$ cat src/rtl/pci_intr_agg.sv
// Interrupt aggregator: synchronised sources, per-source edge/level mode, mask, W1C status, active-low INT_N.
// Optional holdoff-based interrupt moderation is built when INTR_MODERATION_EN is defined.
module pci_intr_agg #(
  parameter int unsigned NUM_SRC     = 8,
  parameter int unsigned SYNC_STAGES = 2,
  parameter int unsigned HOLDOFF_W   = 16
) (
  input  logic               CLK,
  input  logic               RST,
  input  logic [NUM_SRC-1:0] src,
  input  logic               reg_wr,
  input  logic               reg_rd,
  input  logic [2:0]         reg_addr,
  input  logic [31:0]        reg_wdata,
  output logic [31:0]        reg_rdata,
  output logic               reg_rvalid,
  output logic               INT_N
);

  localparam int unsigned DATA_W = 32;

  localparam logic [2:0] ADDR_STATUS  = 3'd0;
  localparam logic [2:0] ADDR_MASK    = 3'd1;
  localparam logic [2:0] ADDR_MODE    = 3'd2;
  localparam logic [2:0] ADDR_RAW     = 3'd3;
  localparam logic [2:0] ADDR_HOLDOFF = 3'd4;

  logic [SYNC_STAGES-1:0][NUM_SRC-1:0] sync_q;
  logic [NUM_SRC-1:0] s;
  logic [NUM_SRC-1:0] p;
  logic [NUM_SRC-1:0] status;
  logic [NUM_SRC-1:0] mask;
  logic [NUM_SRC-1:0] mode;
  logic [NUM_SRC-1:0] set_bits;
  logic [NUM_SRC-1:0] clr_bits;
  logic [NUM_SRC-1:0] wdata_src;
  logic [DATA_W-1:0]  rd_mux;
  logic               irq;
  logic               wr_status;
  logic               wr_mask;
  logic               wr_mode;
  logic               unused_wdata;

`ifdef INTR_MODERATION_EN
  logic [HOLDOFF_W-1:0] holdoff;
  logic [HOLDOFF_W-1:0] hold_cnt;
  logic                 wr_holdoff;
`endif

  assign s            = sync_q[SYNC_STAGES-1];
  assign wdata_src    = reg_wdata[NUM_SRC-1:0];
  assign unused_wdata = ^reg_wdata;

  // Edge sources fire on a synchronised rising edge, level sources every cycle they are high
  assign set_bits = s & (~mode | ~p);
  assign irq      = |(status & mask);

  // Write decode and read mux; reads always see the pre-write register contents
  always_comb begin
    wr_status = 1'b0;
    wr_mask   = 1'b0;
    wr_mode   = 1'b0;
`ifdef INTR_MODERATION_EN
    wr_holdoff = 1'b0;
`endif
    rd_mux    = '0;
    if (reg_wr) begin
      case (reg_addr)
        ADDR_STATUS: wr_status = 1'b1;
        ADDR_MASK:   wr_mask   = 1'b1;
        ADDR_MODE:   wr_mode   = 1'b1;
`ifdef INTR_MODERATION_EN
        ADDR_HOLDOFF: wr_holdoff = 1'b1;
`endif
        default: ;
      endcase
    end
    case (reg_addr)
      ADDR_STATUS: rd_mux = DATA_W'(status);
      ADDR_MASK:   rd_mux = DATA_W'(mask);
      ADDR_MODE:   rd_mux = DATA_W'(mode);
      ADDR_RAW:    rd_mux = DATA_W'(s);
`ifdef INTR_MODERATION_EN
      ADDR_HOLDOFF: rd_mux = DATA_W'(holdoff);
`endif
      default:     rd_mux = '0;
    endcase
  end

  assign clr_bits = wr_status ? wdata_src : '0;

  always_ff @(posedge CLK or posedge RST) begin
    if (RST) begin
      sync_q     <= '0;
      p          <= '0;
      status     <= '0;
      mask       <= '0;
      mode       <= '0;
      reg_rdata  <= '0;
      reg_rvalid <= 1'b0;
    end else begin
      sync_q     <= {sync_q[SYNC_STAGES-2:0], src};
      p          <= s;
      // Set has priority so a still-asserted level source stays pending across a clear
      status     <= (status & ~clr_bits) | set_bits;
      if (wr_mask) mask <= wdata_src;
      if (wr_mode) mode <= wdata_src;
      reg_rvalid <= reg_rd;
      if (reg_rd) reg_rdata <= rd_mux;
    end
  end

`ifdef INTR_MODERATION_EN
  // Holdoff reloads on each INT_N release; INT_N is held high for exactly HOLDOFF cycles
  always_ff @(posedge CLK or posedge RST) begin
    if (RST) begin
      holdoff  <= '0;
      hold_cnt <= '0;
      INT_N    <= 1'b1;
    end else begin
      if (wr_holdoff) holdoff <= reg_wdata[HOLDOFF_W-1:0];
      if (hold_cnt != '0) begin
        hold_cnt <= hold_cnt - HOLDOFF_W'(1);
        INT_N    <= (hold_cnt == HOLDOFF_W'(1)) ? ~irq : 1'b1;
      end else begin
        INT_N <= ~irq;
        if (!INT_N && !irq) hold_cnt <= holdoff;
      end
    end
  end
`else
  always_ff @(posedge CLK or posedge RST) begin
    if (RST) INT_N <= 1'b1;
    else     INT_N <= ~irq;
  end
`endif

endmodule

$ cat config.mk
export PLATFORM = sky130hd
export DESIGN_NAME = pci_intr_agg
export DESIGN_NICKNAME = d
export VERILOG_FILES = /design/src/rtl/pci_intr_agg.sv
export SDC_FILE = /design/constraint.sdc
export NUM_CORES = 1
export LEC_CHECK = 0
export BUFFER_PORTS_ARGS = -buffer_cell sky130_fd_sc_hd__clkbuf_2
export CAP_MARGIN = 5
export CORE_ASPECT_RATIO = 0.6
export CORE_UTILIZATION = 50
export DETAILED_ROUTE_END_ITERATION = 8
export GPL_ROUTABILITY_DRIVEN = 1
export GPL_TIMING_DRIVEN = 0
export PLACE_DENSITY = 0.88
export SKIP_CTS_REPAIR_TIMING = 1
export SYNTH_ARGS = -nofsm -noshare
export SYNTH_HDL_FRONTEND = slang
export SYNTH_SLANG_ARGS = --single-unit
$ cat constraint.sdc
create_clock -name CLK -period 2.5 [get_ports CLK]
set_clock_uncertainty 0.05 [all_clocks]
set_input_delay 0.625 -clock CLK [delete_from_list [all_inputs] [get_ports CLK]]
set_output_delay 0.625 -clock CLK [all_outputs]
set_load 0.01 [all_outputs]
==> results of run 1 <==
[where the power goes]
group          switching, W  internal (W)  total, W
logic              0.000129      0.000162  0.000290
clock network      0.000330      0.000382  0.000712
registers         0.0000625       0.00104   0.00110
[how the worst max path moves through the flow]
| stage | start | endpoint | cells past startpoint | slack (ns) |
|---|---|---|---|---|
| 2_1_floorplan | RST | mask[0] | 1 | 0.40 |
| 3_3_place_gp | RST | reg_rdata[2] | 2 | -0.22 |
| 3_5_place_dp | reg_addr[1] | status[6] | 5 | 0.49 |
| 4_1_cts | INT_N | INT_N | 1 | 0.84 |
| 5_1_grt | reg_addr[1] | status[4] | 5 | 0.79 |
| 6_report | reg_addr[1] | status[6] | 5 | 0.84 |
[logic make-up after synthesis]
| family | count (synthesis) | share of synthesized area [%] |
|---|---|---|
| other | 1 | 0.155 |
| flip-flops | 58 | 60.2 |
| multiplexers | 24 | 16.2 |
| AND/OR/NAND/NOR | 21 | 5.13 |
| AO/OA/AOI/OAI | 20 | 6.22 |
| buffers and inverters | 47 | 12.1 |
[sequential cells by signal, summed over array words and instances (netlist names)]
name / cells
mask: 8
mode: 8
sync_q: 8
p: 8
s: 8
status: 8
INT_N: 1
reg_rvalid: 1
reg_rdata: 8
[metal layers]
metal  routed length [µm]  GRT usage (%)  part of all wire [%]  up-vias
met2                 1910           28.1                    46       42
met5                    0              0                     0        -
met3                  233           6.97                   5.7       11
li1                     -              -                     -      683
met4                   81           8.71                   2.0        0
met1                 1890           23.3                    46      688
[layout make-up]
class / count / area (µm²)
multi-input cells: 89 / 754
flip-flops and latches: 58 / 1450
inverters: 17 / 63.8
well taps: 63 / 78.8
plain buffers: 30 / 229
repair buffers: 33 / 180
clock inverters: 3 / 15.0
clock buffers: 13 / 149
fillers: 356 / 1690
[cell usage in the layout (no fill, tap or decap)]
cell type,n
sky130_fd_sc_hd__clkinv_2,3
sky130_fd_sc_hd__mux4_1,8
sky130_fd_sc_hd__a22oi_1,4
sky130_fd_sc_hd__nand2b_1,1
sky130_fd_sc_hd__inv_2,1
sky130_fd_sc_hd__mux2_2,16
sky130_fd_sc_hd__and4bb_1,1
sky130_fd_sc_hd__inv_1,16
sky130_fd_sc_hd__nor4b_4,1
sky130_fd_sc_hd__clkbuf_1,3
sky130_fd_sc_hd__clkbuf_2,32
sky130_fd_sc_hd__and4_1,1
sky130_fd_sc_hd__and4bb_2,1
sky130_fd_sc_hd__clkbuf_8,10
sky130_fd_sc_hd__buf_1,2
sky130_fd_sc_hd__buf_4,25
sky130_fd_sc_hd__buf_6,3
sky130_fd_sc_hd__buf_12,1
sky130_fd_sc_hd__o22ai_1,8
sky130_fd_sc_hd__nand2_1,16
sky130_fd_sc_hd__dfrtp_1,57
sky130_fd_sc_hd__conb_1,24
sky130_fd_sc_hd__dfstp_2,1
sky130_fd_sc_hd__a22o_1,8
[stage by stage]
| step | setup slack, ns | std cells | TNS (ns) |
|---|---|---|---|
| after floorplan | 0.399 | 194 | 0 |
| after global placement | -0.218 | 289 | -12.24 |
| after detailed placement | 0.489 | 290 | 0 |
| after CTS | 0.842 | 306 | 0 |
| after global routing | 0.792 | 306 | 0 |
| final | 0.838 | 306 | 0 |
==> run summary, run 1 <==
The worst pin sits at a relative slew slack of 58.9%. The start of the worst register-to-register path was mode[0]. TritonCTS built the clock tree. The critical path contains buffers and inverters numbering 2 combined. The floorplan step set the die height to 55.8 µm. At the pin with the least slew margin, the transition time is 0.614 ns.

Summed over all cells, the static leakage comes to 1.46 nW. The logs give 0.00461 mm² for the core outline area and 0 for the residual DRC count. The count of nets after finishing came out at 285. The synthesized netlist contains 18 unique library cells. The largest stage delay on the critical path came out at 0.60 ns. Standard cell area after detailed placement: 0.00276 mm². The share of synthesized registers carrying an async set or reset is 100%, and the number of nets with antenna violations after detailed routing is 0. Counting along the longest clock path gives a buffer depth of 2. The run gives 6630 µm as the global-route wire length before repair. STA classifies the critical path startpoint as an input pin. The synthesized design devotes to its leading area cell type 59.1% of total area. Clock latency on the worst-skew pair, taken at its later pin, is 0.33 ns. The area growth from synthesis to layout works out to 21.1%. The critical path's slowest cell is sky130_fd_sc_hd__nor4b_4. The initial utilization of the core area, before any placement, comes to 52.3%. Averaged over all synthesized cells, the footprint is 14.1 µm².

Boundary pin count: 81. Die span in x: 91.7 µm. sky130_fd_sc_hd__dfrtp_1 is the most common cell in the netlist.

Timing would allow up to 602 MHz. After clock tree synthesis, the clock-pin slew on the worst setup and hold paths is 0.06 ns. The commonest cells after synthesis are sky130_fd_sc_hd__dfrtp_1, sky130_fd_sc_hd__buf_4, sky130_fd_sc_hd__inv_1. The CTS root buffer was sky130_fd_sc_hd__clkbuf_8. Setup violations remaining at the end of the flow were counted as 0. The most used flip-flop cell after synthesis is sky130_fd_sc_hd__dfrtp_1.

In the synthesized netlist, the number of instances is 171. Power spread over the standard cell area amounts to 720 mW/mm². The post-route core utilization is 63.4%. The first detailed-routing pass took 4 iterations. Data on the critical path arrives at its endpoint at 1.83 ns. In the global route stage, overall resource usage came out at 18.3%. Of all nets on the critical path, the largest fanout is 10. The tools report the initial antenna violation count as 0. The tools report the final-report hold violation count as 0. STA classifies the critical path endpoint as a flop. The tools report the pin count of the biggest net entering global routing as 39. The critical path is of the input pin to flop type. Global routing finished with a remaining overflow of 0. Summing every instance area after synthesis gives 0.00241 mm². The tools report the Yosys warning count as 0. In this run, synthesis produced a sequential element count of 58. 0 antenna diodes ended up in the layout. The setup slack of the worst register-to-register path was 1.27 ns; the worst hold margin was 0.229 ns. For this block, the routed nets add up to 4120 µm of wire. The worst reg2reg path depth was 3. Detailed placement ended at an HPWL of 2940 µm. The number of H-tree branching levels was 3; the number of core rows was 19. In this run the critical register-to-register path is captured at reg_rdata[0]. Total power for the finished layout comes to 0.00210 W. Buffers placed on the I/O ports in this run total 32.

The run finished with clean final reports. Of all cell types, the one taking the most synthesized area is sky130_fd_sc_hd__dfrtp_1. Yosys mapped a number of flops with a built-in enable equal to 0. The max-slew violation count came out at 0. The family with the most delay on the worst path is simple AND/OR/NAND/NOR gates. Of the synthesized area, sequential elements account for 60.2%.

In the post-synthesis netlist, the biggest area contributors are sky130_fd_sc_hd__dfrtp_1, sky130_fd_sc_hd__mux4_1, sky130_fd_sc_hd__buf_4. The worst path in the final design needs a cycle of 1.66 ns, including I/O delays and setup. Once layout is done, the placed cells without fillers occupy 0.00292 mm². The number of global-route vias before repair is 1,387, and the required time at the worst-slack endpoint is 2.67 ns. After detailed routing, the number of vias per cell comes to 4.65. Walking the worst path, the cells encountered are clkbuf_2 -> buf_6 -> nor4b_4 -> nand2_1 -> a22o_1. The tool flagged a number of max-cap violations equal to 0.

The tree built by TritonCTS fans out to 58 sinks. The vias after detailed routing came out at 1,424. Setup repair after global routing left no endpoint under its margin. The detailed router finished its first iteration with 63 violations. The ratio of final minimum period to clock period was 66.5%. Across the VDD grid, the largest voltage drop is 426 µV.

Weighted congestion reported at the end of routability-driven placement: 0.745. The worst hold path belongs to the class input pin to asynchronous set/reset pin. The area of the die is 0.00512 mm², and the detailed-route wire length per cell is 13.5 µm. The TritonCTS buffer count was 9; the fraction of final layout cells with drive strength greater than 1 was 38.7%.
No activity file was read; power rests on OpenSTA's default activity.
==> inputs of run 2 (changes only) <==
--- a/config.mk
+++ b/config.mk
@@ -8,11 +8,11 @@
 export BUFFER_PORTS_ARGS = -buffer_cell sky130_fd_sc_hd__clkbuf_2
 export CAP_MARGIN = 5
 export CORE_ASPECT_RATIO = 0.6
-export CORE_UTILIZATION = 50
+export CORE_UTILIZATION = 45
 export DETAILED_ROUTE_END_ITERATION = 8
 export GPL_ROUTABILITY_DRIVEN = 1
 export GPL_TIMING_DRIVEN = 0
-export PLACE_DENSITY = 0.88
+export PLACE_DENSITY = 0.84
 export SKIP_CTS_REPAIR_TIMING = 1
 export SYNTH_ARGS = -nofsm -noshare
 export SYNTH_HDL_FRONTEND = slang
==> constraint.sdc (replaced) <==
create_clock -name CLK -period 1.3 [get_ports CLK]
set_clock_uncertainty 0.05 [all_clocks]
set_input_delay 0.325 -clock CLK [delete_from_list [all_inputs] [get_ports CLK]]
set_output_delay 0.325 -clock CLK [all_outputs]
set_load 0.01 [all_outputs]
==> run 2 against run 1 <==
Effect of this change: the flow now finishes with violations (negative setup slack); core utilization decreased by 5.1 points; register-to-register slack got worse by 1.2 ns; clock power increased by 110%; count of clock-buffer cells in the layout increased by 1; die area increased by 11%; power increased by 98%; final area increased by 1.7%; first-iteration DRC count decreased by 7.9%; final cell count increased by 1.6%; flip-flop and latch count unchanged; non-clock buffer count increased by 2; setup slack got worse by 0.86 ns.
==> run summary, run 2 (synthesized netlist as in run 1, its figures left out) <==
The flow ran to the end, but the final reports show violations. The final reports fail on negative setup slack. The total global routing track utilization is 17.4% (-0.92 points). The average via count per standard cell is 4.57 (-1.9%), and the max-slew violation count is 0 (unchanged). The global-route congestion overflow total is 0 (unchanged), and the residual DRC count is 0 (unchanged). The global-route wire length before repair was 6840 µm (+3.1%).

TritonCTS built the clock tree. The run gives 754 MHz as the highest achievable clock rate. The first-iteration detailed-routing DRC count is 58 (-7.9%), and the headroom to the max-slew limit is 65.2% (+6.4 points). The startpoint-to-endpoint class of the critical path was flop to primary output. Power density of the placed cells: 1400 mW/mm² (+95%).

The tools report the number of nets with antenna violations after detailed routing as 0 (unchanged). The tools report the final-report hold violation count as 0 (unchanged). The critical path's slowest cell was sky130_fd_sc_hd__dfstp_2. The run gives 59 (+51%) as the pin count of the biggest net entering global routing. For the number of maximum-capacitance violations, the log shows 0 (unchanged). In this run the critical register-to-register path is captured at reg_rdata[4]. In this run the clock root is driven by a sky130_fd_sc_hd__clkbuf_8. The fraction of final layout cells with drive strength greater than 1 is 39.2% (+0.50 points). The height of the die works out to 58.7 µm (+5.2%). Detailed-route wire length per cell: 13.7 µm (+1.7%). The starting density of the core was 47.3% (-5.1 points); the final cell area excluding filler cells was 0.00297 mm² (+1.7%). The area taken by multi-input logic gates is 754 µm² (unchanged), and the deepest clock path buffer count is 2 (unchanged). The number of fillers in the final layout is 456 (+28%), and the peak fanout along the critical path is 1 (-9). Traced cell by cell, the critical path runs through buf_6. For hold timing, the worst endpoint is sync_q[1]. The clock edge transition at the registers on the reported setup and hold paths was 0.06 ns (about the same). The path class of the tightest hold or removal check is input pin to flop. The final HPWL from detailed placement was 3000 µm (+2.0%); the boundary pin count was 81 (unchanged). The worst setup slack before clock tree synthesis is -0.363 ns (-0.852 ns).

The total routed wirelength was 4260 µm (+3.4%); the largest stage delay on the critical path was 0.53 ns (-0.07 ns). The weighted congestion reported at the end of routability-driven placement was 0.756 (+1.5%); the number of core rows was 20 (+1). Flip-flop and latch area: 0.00145 mm² (unchanged). The worst hold margin was 0.0457 ns (-0.183 ns); the count of antenna diodes in the layout was 0 (unchanged).

The count of buffers from port buffering came out at 32 (unchanged). The number of cells traversed by the worst hold path came out at 1. In this design, the largest share of critical-path delay is due to flip-flops. Actual transition at the worst max-transition pin: 0.520 ns (-0.0941 ns). Startpoint of the worst hold path: src[1]. Setup repair after global routing could not meet its margin everywhere.

The run gives 1,416 (+2.1%) as the number of global-route vias before repair. The buffer and inverter count on the worst path works out to 1 (-1). The setup slack of the worst register-to-register path was 0.07 ns (-1.20 ns). The worst path uses 102% of the clock period. Non-filler instance count after layout: 311 (+1.6%). The area of the die was 0.00567 mm² (+11%); the clock sink count was 58 (unchanged). The startpoint identified for the worst register-to-register timing path is status[4]. The run gives 1,420 (-0.28%) as the vias after detailed routing. The logs give 1.47 nW (+1.1%) for the leakage power and 3 (unchanged) for the number of H-tree branching levels. The worst setup path is captured at a primary output.

The core outline area is 0.00510 mm² (+11%). The routed design could run at a clock period as short as 1.33 ns. For the count of final setup violators, the log shows 1 (+1). The area growth from synthesis to layout is 23.2%. The tools report the detailed-router iteration count before antenna repair as 4 (unchanged). The worst setup path is launched from a flop. Die span in x: 96.5 µm (+5.3%). The run gives -0.0270 ns (-0.865 ns) as the worst-case setup margin in the final layout. The library cell used most frequently in the layout, excluding fill and tap cells, is sky130_fd_sc_hd__dfrtp_1. The tools report the initial antenna violation count as 0 (unchanged).

The top cell types in the final layout, fill and taps aside, are sky130_fd_sc_hd__dfrtp_1, sky130_fd_sc_hd__clkbuf_2, sky130_fd_sc_hd__buf_4. Worst reg2reg path depth: 3 (unchanged). The tools report the worst endpoint data arrival time as 0.95 ns (-0.88 ns). The logs give 0.00275 mm² (-0.45%) for the standard cell area after detailed placement and 0.93 ns (-1.74 ns) for the required time at the worst-slack endpoint. The worst IR drop on VDD is 817 µV (+92%), and the TritonCTS buffer count is 9 (unchanged). The worst-skew pair later-pin latency is 0.33 ns (about the same), and the cell total after placement is 292 (+0.69%). The run gives 287 (+0.70%) as the count of nets after finishing.
[run 2: power breakdown]
part           switching, W  internal [W]  total, W
sequential         0.000123       0.00200   0.00212
clock              0.000644      0.000842   0.00149
combinational      0.000252      0.000316  0.000567
[run 2: final cells by class]
cell class / count / area share [%]
plain buffers: 30 / 7.70
multi-input cells: 89 / 25.4
clock inverters: 2 / 0.337
well taps: 66 / 2.78
clock buffers: 14 / 5.81
repair buffers: 35 / 6.86
flip-flops and latches: 58 / 48.9
inverters: 17 / 2.27
[run 2: how the worst max path moves through the flow]
stage               slack [ns]  depth (start not counted)        end         from
floorplan                0.004                          4    mode[0]  reg_addr[1]
global placement         -0.34                          5  status[6]  reg_addr[1]
detailed placement       -0.36                          5  status[4]  reg_addr[1]
CTS                      -0.07                          1      INT_N        INT_N
global route             -0.06                          1      INT_N        INT_N
finish                   -0.03                          1      INT_N        INT_N
[run 2: routing by layer]
metal	track usage (%)	routed length, µm
met1	21.6	1930
met2	25.6	1990
met3	8.14	283
met4	9.24	54
met5	0	0
[run 2: through the flow]
stage	TNS [ns]	total power, W	utilization [%]
2_1_floorplan	0	0.00253	-
3_3_place_gp	-10.73	0.00268	53.8
3_5_place_dp	-12.53	0.00271	53.8
4_1_cts	-0.217	0.00423	57.4
5_1_grt	-0.0622	0.00440	58.2
6_report	-0.0270	0.00417	58.2
==> inputs of run 3 (changes only) <==
--- a/config.mk
+++ b/config.mk
@@ -5,14 +5,15 @@
 export SDC_FILE = /design/constraint.sdc
 export NUM_CORES = 1
 export LEC_CHECK = 0
+export ABC_CLOCK_PERIOD_IN_PS = 1500
 export BUFFER_PORTS_ARGS = -buffer_cell sky130_fd_sc_hd__clkbuf_2
 export CAP_MARGIN = 5
 export CORE_ASPECT_RATIO = 0.6
-export CORE_UTILIZATION = 45
+export CORE_UTILIZATION = 50
 export DETAILED_ROUTE_END_ITERATION = 8
 export GPL_ROUTABILITY_DRIVEN = 1
 export GPL_TIMING_DRIVEN = 0
-export PLACE_DENSITY = 0.84
+export PLACE_DENSITY = 0.79
 export SKIP_CTS_REPAIR_TIMING = 1
 export SYNTH_ARGS = -nofsm -noshare
 export SYNTH_HDL_FRONTEND = slang
==> constraint.sdc (replaced) <==
create_clock -name CLK -period 1.5 [get_ports CLK]
set_clock_uncertainty 0.05 [all_clocks]
set_input_delay 0.375 -clock CLK [delete_from_list [all_inputs] [get_ports CLK]]
set_output_delay 0.375 -clock CLK [all_outputs]
set_load 0.01 [all_outputs]
==> run 3 against run 2 <==
Effect of this change: the flow now finishes without violations; sequential share of layout area is 0.062 points lower; flip-flop and latch count did not move; combinational power decreased by 14%; final area is 0.13% higher; global-route usage is 0.80 points higher; clock power fell by 3%; highest routed layer unchanged; via count rose by 2.3%; core utilization rose by 6.3 points; power fell by 9.8%; routed wire length down 3.6%.
==> run summary, run 3 (synthesized netlist as in run 1, its figures left out) <==
For the final cell area excluding filler cells, the log shows 0.00298 mm² (+0.13%). The deepest clock path buffer count was 2 (unchanged); the total routed wirelength was 4100 µm (-3.6%). The top cell types in the final layout, fill and taps aside, are sky130_fd_sc_hd__dfrtp_1, sky130_fd_sc_hd__clkbuf_2, sky130_fd_sc_hd__buf_4. The logs give 0 (-1) for the count of final setup violators and 785 µV (-3.9%) for the worst IR drop on VDD. The clock edge transition at the registers on the reported setup and hold paths was 0.07 ns (about the same); the clock sink count was 58 (unchanged). The total length of routed met2 wires is 1800 µm (-9.6%). The highest achievable clock rate is 722 MHz. The peak fanout along the critical path was 1 (unchanged). The boundary pin count is 81 (unchanged), and the number of core rows is 19 (-5.0%). Number of maximum-capacitance violations: 0 (unchanged).

The flow ran to the end, and the final reports show no timing, DRC or antenna violations. The logs give 1.47 nW (+0.12%) for the leakage power and 265 µm (-6.4%) for the detailed route wirelength on metal3. After layout, the worst path uses 92.4% of the clock period. STA classifies the critical path startpoint as a flop.

The worst endpoint data arrival time was 0.96 ns (about the same). Family with the most delay on the worst path: flip-flops. The number of cells traversed by the worst hold path is 1 (unchanged). The uppermost signal routing layer after detailed routing is met4. The post-route core utilization is 64.5% (+6.3 points), and the power density of the placed cells is 1270 mW/mm² (-9.9%). The setup slack of the worst register-to-register path is 0.28 ns (+0.21 ns). The buffer and inverter count on the worst path was 1 (unchanged); the vias after detailed routing was 1,452 (+2.3%). Traced cell by cell, the critical path runs through clkbuf_2. The weighted congestion reported at the end of routability-driven placement is 0.751 (-0.73%). Setup repair after global routing left no endpoint under its margin. The number of gates on the worst path with buffers counted came out at 1 (unchanged).

Worst min-delay path category: input pin to flop. Leaving out fill and tap cells, the most frequent cell in the layout is sky130_fd_sc_hd__dfrtp_1. The tools report the number of fillers in the final layout as 341 (-25%). The first-iteration detailed-routing DRC count was 38 (-34%); the height of the die was 55.8 µm (-5.0%). Length of routed wiring on met1: 2030 µm (+4.9%).

Type of destination of the critical path: a primary output. The count of nets after finishing came out at 286 (-0.35%). The headroom to the max-slew limit was 59.3% (-5.9 points); the minimum clock period after layout was 1.39 ns. The critical path's slowest cell was sky130_fd_sc_hd__dfstp_2. The initial antenna violation count is 0 (unchanged).

The die span in x came out at 91.7 µm (-5.0%). TritonCTS built the clock tree. For the count of antenna diodes in the layout, the log shows 0 (unchanged). The run gives 59 (unchanged) as the pin count of the biggest net entering global routing. The logs give 1,320 (-6.8%) for the number of global-route vias before repair and 0.00274 mm² (-0.14%) for the standard cell area after detailed placement. The worst register-to-register path ends at reg_rdata[0].

The area growth from synthesis to layout was 23.3%; the largest stage delay on the critical path was 0.51 ns (-0.02 ns). The tools report the global-route wire length before repair as 6590 µm (-3.6%). The core outline area was 0.00461 mm² (-9.7%). The total global routing track utilization is 18.2% (+0.80 points). The global-route congestion overflow total is 0 (unchanged). The logs give 0 (unchanged) for the number of nets with antenna violations after detailed routing and 754 µm² (unchanged) for the area taken by multi-input logic gates.

Final-report hold violation count: 0 (unchanged). The run gives 9 (unchanged) as the TritonCTS buffer count. The worst setup path is of the flop to primary output kind. The actual transition at the worst max-transition pin was 0.607 ns (+0.0872 ns); the starting density of the core was 52.3% (+5.1 points). The tools report the number of H-tree branching levels as 3 (unchanged). The final HPWL from detailed placement was 2790 µm (-7.2%). The max-slew violation count came out at 0 (unchanged). The worst reg2reg path depth is 3 (unchanged), and the worst-skew pair later-pin latency is 0.34 ns (about the same). The tree is rooted in a sky130_fd_sc_hd__clkbuf_8. The count of buffers from port buffering is 32 (unchanged). The average via count per standard cell was 4.73 (+3.6%).

The worst hold path begins at src[2]. The required time at the worst-slack endpoint is 1.07 ns (+0.14 ns). The tools report the residual DRC count as 0 (unchanged). The worst register-to-register path begins at mode[0].

The detailed-route wire length per cell came out at 13.4 µm (-2.4%). The worst hold path terminates at sync_q[2]. The cell total after placement came out at 289 (-1.0%). The fraction of final layout cells with drive strength greater than 1 was 39.8% (+0.57 points); the detailed-router iteration count before antenna repair was 4 (unchanged). The non-filler instance count after layout was 307 (-1.3%); the flip-flop and latch area was 0.00145 mm² (unchanged). Area of the die: 0.00512 mm² (-9.7%).
[run 3: cell type report]
| cell class | instances | area share, % |
|---|---|---|
| plain buffers | 30 | 7.69 |
| clock buffers | 11 | 5.09 |
| clock inverters | 5 | 1.77 |
| inverters | 17 | 2.27 |
| multi-input cells | 89 | 25.3 |
| flip-flops and latches | 58 | 48.8 |
| well taps | 63 | 2.65 |
| repair buffers | 34 | 6.39 |
[run 3: layer usage]
layer | vias to the layer above | track usage, %
li1 | 687 | -
met1 | 724 | 25.1
met2 | 39 | 24.6
met3 | 2 | 9.97
met4 | 0 | 6.03
met5 | - | 0
[run 3: report_power, final]
| part | leakage (nW) | internal (W) | switching (W) | total [W] |
|---|---|---|---|---|
| Clock | 0.105 | 0.000847 | 0.000591 | 0.00144 |
| Combinational | 0.700 | 0.000271 | 0.000216 | 0.000488 |
| Sequential | 0.669 | 0.00173 | 0.000109 | 0.00184 |
| Total | 1.47 | 0.00285 | 0.000917 | 0.00377 |
[run 3: through the flow]
| stage | TNS, ns | hold slack, ns | setup WS (ns) | power (W) |
|---|---|---|---|---|
| 3_3_place_gp | -2.57 | 0.282 | -0.219 | 0.00232 |
| 2_1_floorplan | 0 | 0.281 | 0.154 | 0.00219 |
| 3_5_place_dp | -2.89 | 0.286 | -0.229 | 0.00234 |
| 6_report | 0 | 0.0887 | 0.115 | 0.00377 |
| 4_1_cts | 0 | 0.0686 | 0.0938 | 0.00380 |
| 5_1_grt | 0 | 0.0671 | 0.0553 | 0.00394 |
[run 3: worst max path at each step]
stage | startpoint | end | slack (ns)
floorplan | reg_addr[1] | mode[0] | 0.15
global placement | reg_addr[1] | status[6] | -0.22
detailed placement | reg_addr[1] | status[1] | -0.23
CTS | INT_N | INT_N | 0.09
global route | reg_addr[1] | status[4] | 0.06
finish | INT_N | INT_N | 0.11
